--- config.mk ---
export PLATFORM = sky130hd
export DESIGN_NAME = event_input_fifo
export DESIGN_NICKNAME = d
export VERILOG_FILES = /design/src/rtl/event_input_fifo.sv
export SDC_FILE = /design/constraint.sdc
export NUM_CORES = 1
export LEC_CHECK = 0
export BUFFER_PORTS_ARGS = -buffer_cell sky130_fd_sc_hd__buf_2
export CAP_MARGIN = 25
export CORE_UTILIZATION = 44
export CTS_CLUSTER_SIZE = 10
export DETAILED_ROUTE_END_ITERATION = 8
export GPL_TIMING_DRIVEN = 0
export PLACE_DENSITY = 0.6
export REMOVE_ABC_BUFFERS = 1
export SYNTH_ARGS = -nofsm -noshare
export SYNTH_HDL_FRONTEND = slang
export SYNTH_SLANG_ARGS = --single-unit
--- constraint.sdc ---
create_clock -name clk -period 4.4 [get_ports clk]
set_input_delay 0.22 -clock clk [delete_from_list [all_inputs] [get_ports clk]]
set_output_delay 0.22 -clock clk [all_outputs]
set_load 0.05 [all_outputs]
--- src/rtl/event_input_fifo.sv ---
// -----------------------------------------------------------------------------
// event_input_fifo
//
// Buffers address-event (AER) coordinates from an upstream sensor interface
// and hands them one at a time to a convolution stage using an
// offer / ready / ack protocol. Events whose coordinates fall outside the
// image are discarded. Events that arrive while the FIFO is full are also
// discarded, unless an entry is popped in the same cycle.
//
// Ports
//   clk          : single clock; all state changes on the rising edge
//   reset        : asynchronous, active-low reset
//   in_valid     : upstream event present this cycle
//   in_x, in_y   : incoming event coordinate
//   in_ready     : high while the FIFO is not full
//   event_valid  : head event is offered to the convolution stage
//   event_coord  : head coordinate {x, y}; {0, 0} when nothing is held
//   event_ready  : convolution stage is idle and takes the offered event
//   event_ack    : one-cycle pulse; the convolution stage has consumed it
//   fifo_count   : current occupancy, 0..FIFO_DEPTH
//
// Optional build macro EVENT_DROP_STATS_EN adds two ports:
//   drop_full_cnt : saturating count of events dropped because FIFO was full
//   drop_oob_cnt  : saturating count of events dropped as out of bounds
// -----------------------------------------------------------------------------
module event_input_fifo #(
  parameter int COORD_BITS = 8,
  parameter int IMG_WIDTH  = 240,
  parameter int IMG_HEIGHT = 180,
  parameter int FIFO_DEPTH = 8    // power of two, >= 2
) (
  input  logic                          clk,
  input  logic                          reset,
  input  logic                          in_valid,
  input  logic [COORD_BITS-1:0]         in_x,
  input  logic [COORD_BITS-1:0]         in_y,
  output logic                          in_ready,
  output logic                          event_valid,
  output logic [2*COORD_BITS-1:0]       event_coord,
  input  logic                          event_ready,
  input  logic                          event_ack,
  output logic [$clog2(FIFO_DEPTH):0]   fifo_count
`ifdef EVENT_DROP_STATS_EN
  ,
  output logic [15:0]                   drop_full_cnt,
  output logic [15:0]                   drop_oob_cnt
`endif
);

  localparam int PTR_W = $clog2(FIFO_DEPTH);
  localparam int CNT_W = PTR_W + 1;
  localparam logic [CNT_W-1:0] DEPTH_C = CNT_W'(FIFO_DEPTH);

  typedef enum logic [1:0] {
    ST_EMPTY,
    ST_OFFER,
    ST_WAIT_ACK
  } state_e;

  logic [2*COORD_BITS-1:0] mem_q [FIFO_DEPTH];
  logic [PTR_W-1:0]        wr_ptr_q, wr_ptr_d;
  logic [PTR_W-1:0]        rd_ptr_q, rd_ptr_d;
  logic [CNT_W-1:0]        count_q, count_d;
  state_e                  state_q, state_d;
  logic                    event_valid_q, event_valid_d;

  logic in_bounds;
  logic full;
  logic push;
  logic pop;

  always_comb begin
    // NOTE: every always_comb output gets a default first so no path leaves
    // it unassigned; a missed branch would otherwise infer a latch.
    in_bounds = (int'(in_x) < IMG_WIDTH) && (int'(in_y) < IMG_HEIGHT);
    full      = (count_q == DEPTH_C);
    // The head only leaves on an ack while it is actually outstanding.
    pop       = (state_q == ST_WAIT_ACK) && event_ack;
    // A pop frees the slot under the write pointer, so a full FIFO can
    // still accept an event in the same cycle.
    push      = in_valid && in_bounds && (!full || pop);

    wr_ptr_d  = push ? wr_ptr_q + PTR_W'(1) : wr_ptr_q;
    rd_ptr_d  = pop  ? rd_ptr_q + PTR_W'(1) : rd_ptr_q;
    count_d   = count_q + CNT_W'(push) - CNT_W'(pop);

    state_d = state_q;
    unique case (state_q)
      // Look at the next count so a push into an empty FIFO is offered on
      // the very next cycle.
      ST_EMPTY:    if (count_d != '0) state_d = ST_OFFER;
      ST_OFFER:    if (event_ready)   state_d = ST_WAIT_ACK;
      ST_WAIT_ACK: if (pop)           state_d = (count_d != '0) ? ST_OFFER : ST_EMPTY;
      default:                        state_d = ST_EMPTY;
    endcase

    event_valid_d = (state_d == ST_OFFER);
  end

  // NOTE: sequential state uses non-blocking assignments so every flop
  // samples the pre-edge values; combinational blocks above use blocking.
  always_ff @(posedge clk or negedge reset) begin
    if (!reset) begin
      wr_ptr_q      <= '0;
      rd_ptr_q      <= '0;
      count_q       <= '0;
      state_q       <= ST_EMPTY;
      event_valid_q <= 1'b0;
    end else begin
      wr_ptr_q      <= wr_ptr_d;
      rd_ptr_q      <= rd_ptr_d;
      count_q       <= count_d;
      state_q       <= state_d;
      event_valid_q <= event_valid_d;
    end
  end

  // NOTE: the storage array is deliberately not reset; pointers and count
  // define which entries are meaningful, so stale contents are never seen.
  always_ff @(posedge clk) begin
    if (push) mem_q[wr_ptr_q] <= {in_x, in_y};
  end

  assign in_ready    = !full;
  assign event_valid = event_valid_q;
  assign fifo_count  = count_q;
  // The head is held stable through WAIT_ACK; nothing is popped until ack.
  assign event_coord = (state_q == ST_EMPTY) ? '0 : mem_q[rd_ptr_q];

`ifdef EVENT_DROP_STATS_EN
  logic        drop_full;
  logic        drop_oob;
  logic [15:0] drop_full_cnt_q, drop_full_cnt_d;
  logic [15:0] drop_oob_cnt_q,  drop_oob_cnt_d;

  always_comb begin
    drop_full       = in_valid && in_bounds && full && !pop;
    drop_oob        = in_valid && !in_bounds;
    drop_full_cnt_d = (drop_full && drop_full_cnt_q != 16'hFFFF) ?
                      drop_full_cnt_q + 16'd1 : drop_full_cnt_q;
    drop_oob_cnt_d  = (drop_oob && drop_oob_cnt_q != 16'hFFFF) ?
                      drop_oob_cnt_q + 16'd1 : drop_oob_cnt_q;
  end

  always_ff @(posedge clk or negedge reset) begin
    if (!reset) begin
      drop_full_cnt_q <= '0;
      drop_oob_cnt_q  <= '0;
    end else begin
      drop_full_cnt_q <= drop_full_cnt_d;
      drop_oob_cnt_q  <= drop_oob_cnt_d;
    end
  end

  assign drop_full_cnt = drop_full_cnt_q;
  assign drop_oob_cnt  = drop_oob_cnt_q;
`else
  // Without drop statistics, dropped events simply vanish.
`endif

endmodule

==> results_dict.tcl, run 1 <==
set metrics [dict create \
    muxShareOfSynthArea_pct 15.9 \
    avgRoutedWirePerCell_um 20.0 \
    relSlewSlack_pct 31.3 \
    die_area_sq_um 13300 \
    drt_drc_violations_left 0 \
    synth_seq_cells 141 \
    tightestPinTransition_ps 1030 \
    avgSynthCellArea_sq_um 20.6 \
    worstPathRequired_ps 4700 \
    clock-root-buffer "clkbuf_16" \
    track_usage_pct 17.4 \
    clk-insertion-delay-late_ps 410 \
    cp-startpoint "fifo_count[2]" \
    cts_repair_resize_count 0 \
    synth_fa_ha_area_share_pct 1.69 \
    cts_buffers 17 \
    cts_hold_buffers 1 \
    busiest_layer "met2" \
    grt_max_degree 35 \
    rr_startpoint "fifo_count[2]" \
    p_int_mw 3.25 \
    antenna_found_initial 1 \
    hold_viol 0 \
    combPwrFrac_pct 33.9 \
    ys_warn_count 0 \
    tritoncts "yes" \
    synth_top_family_by_area "multiplexers" \
    dieWidth_um 115 \
    r2r_slack_ps 1470 \
    fp.dieH_um 115 \
    grt_overflow 0 \
    endpoint_kind "flop" \
    netlist_area_sq_um 5640 \
    hpwl_um 6170 \
    holdPathStages 2 \
    htree_levels 4 \
    ys_types 40 \
    core_area_sq_um 12300 \
    start_util_pct 46.0 \
    crit_top_cell "inv_1" \
    cts_sinks 141 \
    grtUsageMet3_pct 5.11 \
    via_per_inst 5.29 \
    drt_iter0_drc 170 \
    cp_max_fo 9 \
    synth_xor_area_share_pct 0.932 \
    dp_cells 481 \
    grt_pass1_wl_um 15900 \
    gp_congestion 0.720 \
    mostFrequentLayoutCells "edfxtp_1, buf_2, mux4_2" \
    path_cells "inv_1 -> ha_1 -> or3b_4 -> o21ai_4 -> nor2_4 -> a21o_1 -> ha_1 -> inv_1 -> fa_1 -> inv_1 -> or4_1 -> o211a_1" \
    synth_compound_area_share_pct 1.51 \
    irDropWorstVdd_v 0.000444 \
    power.leakage_nw 2.35 \
    status "finished, final reports clean" \
    syn_inst 274 \
    antenna_left 0 \
    min_period_over_period_pct 66.5 \
    cp_slowest_stage_delay_ps 550 \
    wl_um 10300 \
    syn2layout_area_growth_pct 19.9 \
    hp-start "event_ack" \
    power_mw 4.99 \
    met2_usage_pct 27.1 \
    clockBufferDepth 2 \
    drv_slew 0 \
    critPathSlowestCell "or4_1" \
    rsz0062_at_grt "false" \
    synth_ff_type "edfxtp_1" \
    switchingPower_mw 1.74 \
    postCtsSetupBuffers 0 \
    cts.clk_slew.worst_paths_ps 60 \
    crit_type "reg2reg" \
    grt_pass1_vias 2787 \
    io_buffer_count 42 \
    layout_commonest_cell "edfxtp_1" \
    fmax_ghz 0.342 \
    gr-usage-met1_pct 22.5 \
    hold_class "in2reg" \
    min_to "state_q[1]" \
    drt_pass1_iterations 4 \
    rows 40 \
    worstSetupStartpointType "flop" \
    async_flop_share_pct 9.22 \
    synth-simple-area-share_pct 4.17 \
    max_cap_viol_count 0 \
    layout-drive-gt1-share_pct 35.2 \
    final_cells 516 \
    swShare_pct 35.0 \
    seqPwrFrac_pct 37.0 \
    setup_viol 0 \
    io_pins 43 \
    fin_crit_ps 2930 \
    pwr-share-clk_pct 29.0 \
    cp.arrival_ps 3230 \
    p_per_area_nw_per_um2 738 \
    synth_edf_count 128 \
    r2r_cells 12 \
    reg2reg_to "event_valid" \
    ys_seq_area_share_pct 73.9 \
    nets 362 \
    via_count 2732 \
    clock_skew_ps 13.5 \
]
flip-flops by register name (all words and copies together), names as in the netlist:
register	count
event_valid	1
wr_ptr_q	3
mem_q	128
fifo_count	4
rd_ptr_q	3
state_q	2
cell usage after synthesis (2+ instances only):
library cell  count  area share, %
mux2i_1          16            2.8
nand2_1           7           0.47
buf_6             4           0.80
mux4_2           32             13
a21o_1            2           0.27
o211a_1           2           0.35
ha_1              6            1.3
nor2_1           18            1.2
dfrtp_1          13            5.8
clkbuf_1          2           0.13
xnor2_1           4           0.62
xor2_1            2           0.31
inv_1             7           0.47
and4b_1           2           0.35
buf_2             5           0.44
edfxtp_1        128             68
critical path, delay by kind of cell, from the launching register on:
kind / cells / cell delay (ps)
AOI/OAI and AO/OA: 3 / 470
adders and majority gates: 3 / 810
buffers and inverters: 3 / 160
DFF: 1 / 340
and+or+nand+nor: 3 / 1020
stage by stage:
stage                     instance area, sq um  util (%)  hold WS, ps  setup slack [ps]  TNS, ps
final                                     6760      55.1         25.2              1470        0
after global routing                      6760      55.1         9.94              1280        0
after CTS                                 6740      55.0         6.04              1450        0
after detailed placement                  6130      50.0          131              1460        0
after global placement                    5980      48.8          128              -488   -18820
after floorplan                           5560         -        -75.6               812        0
area by class of cell:
| type | instances | area [sq um] |
|---|---|---|
| clock buffer | 19 | 433 |
| inverter | 7 | 26.3 |
| multi-input combinational | 114 | 1390 |
| tap | 168 | 210 |
| timing repair buffer | 53 | 350 |
| clock inverter | 13 | 173 |
| fill | 949 | 5500 |
| antenna | 1 | 2.50 |
| sequential | 141 | 4170 |
power by group through the flow:
stage / Combinational (mW) / Clock [mW] / Sequential [mW]
global route: 1.82 / 1.53 / 1.88
detailed placement: 1.72 / 0 / 1.88
finish: 1.69 / 1.45 / 1.85
floorplan: 1.14 / 0 / 1.95
global placement: 1.55 / 0 / 1.96
CTS: 1.72 / 1.48 / 1.85
worst max-delay path by stage:
| stage | to | slack [ps] | depth (start not counted) |
|---|---|---|---|
| 6_report | event_valid | 1470 | 12 |
| 5_1_grt | event_valid | 1280 | 12 |
| 4_1_cts | event_valid | 1450 | 12 |
| 3_5_place_dp | state_q[0] | 1460 | 11 |
| 3_3_place_gp | mem_q[0][0] | -490 | 5 |
| 2_1_floorplan | mem_q[2][0] | 810 | 6 |
logic make-up (layout without fill, tap and decap cells):
family / Yosys count / in the layout
buffers and inverters: 19 / 92
adders and majority gates: 7 / 7
muxes: 49 / 49
DFF: 141 / 141
xor gates and xnor gates: 6 / 6
other: 0 / 1
and+or+nand+nor: 42 / 42
AOI/OAI and AO/OA: 10 / 10
per-layer routing:
| metal | part of all wire (%) | vias up |
|---|---|---|
| met2 | 49 | 69 |
| met4 | 2.4 | 0 |
| li1 | - | 1234 |
| met1 | 45 | 1409 |
| met3 | 3.9 | 20 |
| met5 | 0 | - |
No activity file was read; power rests on OpenSTA's default activity.
==> run 2: changes to the inputs <==
==> constraint.sdc (replaced) <==
create_clock -name clk -period 2.95 [get_ports clk]
set_input_delay 0.1475 -clock clk [delete_from_list [all_inputs] [get_ports clk]]
set_output_delay 0.1475 -clock clk [all_outputs]
set_load 0.05 [all_outputs]
==> run 2 against run 1 <==
Sequential power is 49% higher. Register-to-register slack got worse by 1300 ps. Setup slack got worse by 1300 ps. Combinational power rose by 51%. Highest routed layer unchanged.
==> results_dict.tcl, run 2 (same netlist as run 1, synthesis figures left out) <==
set metrics [dict create \
    grt_overflow 0 \
    drt_drc_violations_left 0 \
    layout-drive-gt1-share_pct 36.8 \
    tritoncts "yes" \
    max_cap_viol_count 0 \
    start_util_pct 46.0 \
    track_usage_pct 17.4 \
    post-place-ws_ps 18.2 \
    fmax_ghz 0.355 \
    crit_type "reg2reg" \
    layout_commonest_cell "edfxtp_1" \
    fin_crit_ps 2810 \
    irDropWorstVdd_v 0.000695 \
    hold_viol 0 \
    htree_levels 4 \
    grt_pass1_wl_um 15900 \
    drt_iter0_drc 172 \
    top_register "mem_q" \
    antenna_found_initial 1 \
    fp.dieH_um 115 \
    placed_area_sq_um 6130 \
    dieWidth_um 115 \
    final_cells 522 \
    dp_cells 481 \
    clk-insertion-delay-late_ps 410 \
    clock_skew_ps 10.3 \
    hold_class "in2reg" \
    final_core_util_pct 55.7 \
    io_pins 43 \
    grt_pass1_vias 2793 \
    crit_top_cell "inv_1" \
    cp.arrival_ps 3120 \
    path_cells "inv_2 -> ha_1 -> or3b_4 -> o21ai_4 -> nor2_4 -> a21o_1 -> ha_2 -> inv_1 -> fa_1 -> inv_1 -> or4_4 -> o211a_1" \
    p_int_mw 4.87 \
    nets 368 \
    clock-root-buffer "clkbuf_16" \
    cp_max_fo 3 \
    min_period_over_period_pct 95.4 \
    io_buffer_count 42 \
    fin_tns_setup_ps 0 \
    wl_um 10500 \
    combPwrFrac_pct 34.2 \
    rows 40 \
    endpoint_kind "flop" \
    setup_viol 0 \
    seqPwrFrac_pct 36.9 \
    drt_pass1_iterations 4 \
    worstPathRequired_ps 3250 \
    switchingPower_mw 2.62 \
    cts_buffers 17 \
    pwr-share-clk_pct 28.9 \
    syn2layout_area_growth_pct 21.0 \
    avgRoutedWirePerCell_um 20.1 \
    cts.clk_slew.worst_paths_ps 60 \
    via_per_inst 5.30 \
    status "finished, final reports clean" \
    cp-startpoint "fifo_count[2]" \
    fillers 943 \
    largest_reg_flops 128 \
    cp_slowest_stage_delay_ps 530 \
    p_per_area_nw_per_um2 1100 \
    critPathSlowestCell "or4_4" \
    hpwl_um 6170 \
    stdcell_area_sq_um 6820 \
    rr_startpoint "fifo_count[2]" \
    clockBufferDepth 2 \
    power.leakage_nw 2.38 \
    mostFrequentLayoutCells "edfxtp_1, buf_2, mux4_2" \
    core_area_sq_um 12300 \
    gp_congestion 0.720 \
    tightestPinTransition_ps 1030 \
    worstSetupStartpointType "flop" \
    hp-start "in_x[2]" \
    cts_sinks 141 \
    die_area_sq_um 13300 \
    drv_slew 0 \
    swShare_pct 35.0 \
    via_count 2764 \
    grt_max_degree 35 \
    relSlewSlack_pct 31.1 \
    antenna_left 0 \
    fin_ws_ps 137 \
]
-- run 2: path summary, 6_finish.rpt --
kind | slack [ps] | end | cells after the start
max | 140 | event_valid | 12
max reg2reg | 140 | event_valid | 12
max in group asynchronous | 2540 | rd_ptr_q[0] | 2
min in group asynchronous | 150 | event_valid | 2
min reg2reg | 570 | state_q[1] | 1
min | 20 | mem_q[4][10] | 1
-- run 2: layer usage --
layer / track usage, % / routed length [um] / vias to the layer above
li1: - / - / 1247
met4: 8.83 / 292 / 0
met3: 5.06 / 405 / 24
met2: 27.1 / 5070 / 67
met5: 0 / 0 / -
met1: 22.5 / 4720 / 1426
-- run 2: what timing repair did --
item | CTS | global route
endpoints found under the setup margin | 0 | 2
gates resized for setup | 0 | 4
hold buffers | 3 | 0
hold endpoints to repair | 22 | 0
setup buffers | 0 | 4
-- run 2: critical path, delay by kind of cell (launching register included) --
kind / cells / cell delay (ps)
adders and majority gates: 3 / 820
and+or+nand+nor: 3 / 930
DFF: 1 / 360
AOI/OAI and AO/OA: 3 / 440
buffers and inverters: 3 / 140
-- run 2: metrics by stage --
stage | total power, mW | hold WS [ps]
global route | 7.83 | 18.3
global placement | 5.22 | 55.8
detailed placement | 5.37 | 58.1
floorplan | 4.61 | -148
finish | 7.48 | 16.9
CTS | 7.54 | 2.75
-- run 2: cell type report --
type	instances	area, sq um	area share [%]
diodes	1	2.50	0.0367
clock buffers	19	433	6.34
clock inverters	13	173	2.53
inverters	7	26.3	0.385
multi-input cells	114	1410	20.6
flip-flops and latches	141	4170	61.1
well taps	168	210	3.08
repair buffers	59	400	5.87
-- run 2: power groups by stage --
stage | clock (mW) | sequential, mW | combinational [mW]
floorplan | 0 | 2.91 | 1.70
global placement | 0 | 2.92 | 2.30
detailed placement | 0 | 2.80 | 2.56
CTS | 2.21 | 2.77 | 2.57
global route | 2.29 | 2.80 | 2.74
finish | 2.17 | 2.76 | 2.56
==> run 3: changes to the inputs <==
--- a/config.mk
+++ b/config.mk
@@ -7,11 +7,13 @@
 export LEC_CHECK = 0
 export BUFFER_PORTS_ARGS = -buffer_cell sky130_fd_sc_hd__buf_2
 export CAP_MARGIN = 25
+export CELL_PAD_IN_SITES_DETAIL_PLACEMENT = 2
+export CELL_PAD_IN_SITES_GLOBAL_PLACEMENT = 2
 export CORE_UTILIZATION = 44
 export CTS_CLUSTER_SIZE = 10
 export DETAILED_ROUTE_END_ITERATION = 8
 export GPL_TIMING_DRIVEN = 0
-export PLACE_DENSITY = 0.6
+export PLACE_DENSITY = 0.74
 export REMOVE_ABC_BUFFERS = 1
 export SYNTH_ARGS = -nofsm -noshare
 export SYNTH_HDL_FRONTEND = slang
==> run 3 against run 2 <==
Critical path depth shrank 1. Largest power group is now combinational cells. Cell area rose by 3.2%. Highest routed layer unchanged. Worst hold slack better by 3.2 ps. Critical endpoint unchanged. Register-to-register slack worse by 120 ps. Flip-flop and latch count unchanged. Combinational power increased by 14%. Via count grew 8.4%. Clock power is 13% higher. First-iteration DRC count up 53%. Global-route usage grew 6.7 points. Maximum frequency fell by 4.0%.
==> results_dict.tcl, run 3 (same netlist as run 1, synthesis figures left out) <==
set metrics [dict create \
    status "finished, final reports clean" \
    hold_class "in2reg" \
    dieWidth_um 115 \
    drv_slew 0 \
    syn2layout_area_growth_pct 24.8 \
    crit_type "reg2reg" \
    critPathSlowestCell "fa_1" \
    largest_reg_flops 128 \
    clock-root-buffer "clkbuf_16" \
    antenna_found_initial 0 \
    start_util_pct 46.0 \
    switchingPower_mw 3.03 \
    hpwl_um 8180 \
    clk-insertion-delay-late_ps 420 \
    htree_levels 4 \
    drt_iter0_drc 263 \
    antenna_left 0 \
    die_area_sq_um 13300 \
    setup_viol 0 \
    cts.clk_slew.worst_paths_ps 60 \
    r2r_cells 11 \
    drt_pass1_iterations 4 \
    rows 40 \
    tritoncts "yes" \
    max_cap_viol_count 0 \
    cp_max_fo 4 \
    layout_commonest_cell "edfxtp_1" \
    layout-drive-gt1-share_pct 41.5 \
    crit_top_cell "inv_2" \
    power.leakage_nw 2.48 \
    clockBufferDepth 2 \
    p_per_area_nw_per_um2 1170 \
    gp_congestion 0.730 \
    min_period_over_period_pct 99.3 \
    mostFrequentLayoutCells "edfxtp_1, buf_2, mux4_2" \
    combPwrFrac_pct 35.5 \
    cts_sinks 141 \
    via_count 2996 \
    tightestPinTransition_ps 1040 \
    hold_viol 0 \
    rr_startpoint "fifo_count[3]" \
    holdPathStages 1 \
    grt_max_degree 35 \
    fp.dieH_um 115 \
    rsz0062_at_grt "true" \
    grt_overflow 0 \
    final_core_util_pct 57.4 \
    track_usage_pct 24.1 \
    irDropWorstVdd_v 0.00111 \
    final_cells 532 \
    cp.depth 11 \
    fin_crit_ps 2930 \
    insertedDiodeCount 0 \
    endpoint_kind "flop" \
    seqPwrFrac_pct 34.6 \
    cpLargestDelayFamily "adder cells" \
    p_int_mw 5.18 \
    clock_skew_ps 8.13 \
    dp_cells 481 \
    io_buffer_count 42 \
    pwr-share-clk_pct 29.9 \
    avgRoutedWirePerCell_um 29.8 \
    cp_slowest_stage_delay_ps 520 \
    hp-start "in_x[0]" \
    grt_pass1_wl_um 21400 \
    worstSetupStartpointType "flop" \
    nets 379 \
    drt_drc_violations_left 0 \
    relSlewSlack_pct 30.7 \
    cts_buffers 17 \
    fmax_ghz 0.341 \
    wl_um 15900 \
    swShare_pct 36.9 \
    grt_pass1_vias 3267 \
    path_cells "ha_4 -> or3b_4 -> o21ai_4 -> nor2_4 -> a21o_1 -> ha_2 -> inv_2 -> fa_1 -> inv_2 -> or4_4 -> o211a_1" \
    cp.arrival_ps 3230 \
    cp-startpoint "fifo_count[3]" \
    io_pins 43 \
    core_area_sq_um 12300 \
    cp_num_buf_inv 2 \
    via_per_inst 5.63 \
    worstPathRequired_ps 3250 \
    top_register "mem_q" \
]
run 3: cell types whose count changed in the layout (fill, tap and decap cells not counted), moves of 2 or more:
cell / before / now
buf_4: 9 / 17
buf_6: 0 / 3
buf_16: 1 / 3
bufinv_16: 4 / 6
clkbuf_1: 2 / 0
clkinv_1: 3 / 1
inv_1: 6 / 4
inv_2: 1 / 3
inv_6: 0 / 2
run 3: final cells by class:
type	count	area, sq um
Clock buffer	17	425
Sequential cell	141	4170
Timing Repair Buffer	70	524
Tap cell	168	210
Multi-Input combinational cell	114	1440
Clock inverter	15	243
Fill cell	1029	5220
Inverter	7	26.3
run 3: metal layers:
metal  track usage [%]  vias to the layer above  part of all wire [%]
met3              5.69                        8                   5.1
met4              6.58                        0                  0.63
li1                  -                     1272                     -
met2              40.6                       91                    53
met1              31.6                     1625                    41
met5                 0                        -                     0
run 3: power groups by stage:
| stage | clock (mW) | sequential [mW] | combinational (mW) |
|---|---|---|---|
| final | 2.46 | 2.84 | 2.91 |
| after CTS | 2.49 | 2.82 | 2.71 |
| after global routing | 2.56 | 2.88 | 3.05 |
| after detailed placement | 0 | 2.84 | 2.63 |
| after floorplan | 0 | 2.91 | 1.70 |
| after global placement | 0 | 2.92 | 2.33 |
run 3: final timing paths:
check	slack (ps)	endpoint
max in group asynchronous	2500	rd_ptr_q[0]
worst max-delay path	20	event_valid
worst max register to register	20	event_valid
worst min-delay path	20	mem_q[7][8]
min in group asynchronous	170	fifo_count[1]
worst min register to register	660	fifo_count[0]
run 3: worst register-to-register path: stages (launching register included):
cell and delay (ps):
dfrtp_1 410, ha_4 170, or3b_4 260, o21ai_4 100, nor2_4 150, a21o_1 170, ha_2 220, inv_2 50
fa_1 520, inv_2 50, or4_4 490, o211a_1 240
run 3: per-stage QoR:
stage,power [mW],worst slack (ps),setup TNS (ps),area (sq um),hold WS (ps)
after floorplan,4.61,-638,-28510,5560,-148
after global placement,5.25,-1960,-93530,5980,51.6
after detailed placement,5.47,-1.07,-1.07,6130,60.3
after CTS,8.02,4.38,0,6830,11.4
after global routing,8.48,-49.8,-89.9,7040,21.2
final,8.21,19.2,0,7040,20.1
run 3: repair_timing:
action,4_1_cts,5_1_grt
cloned,0,0
hold endpoints to repair,14,0
hold buffers,2,0
buffers inserted,1,12
endpoints found under the setup margin,2,2
pin swaps,1,6
resized for setup,1,10
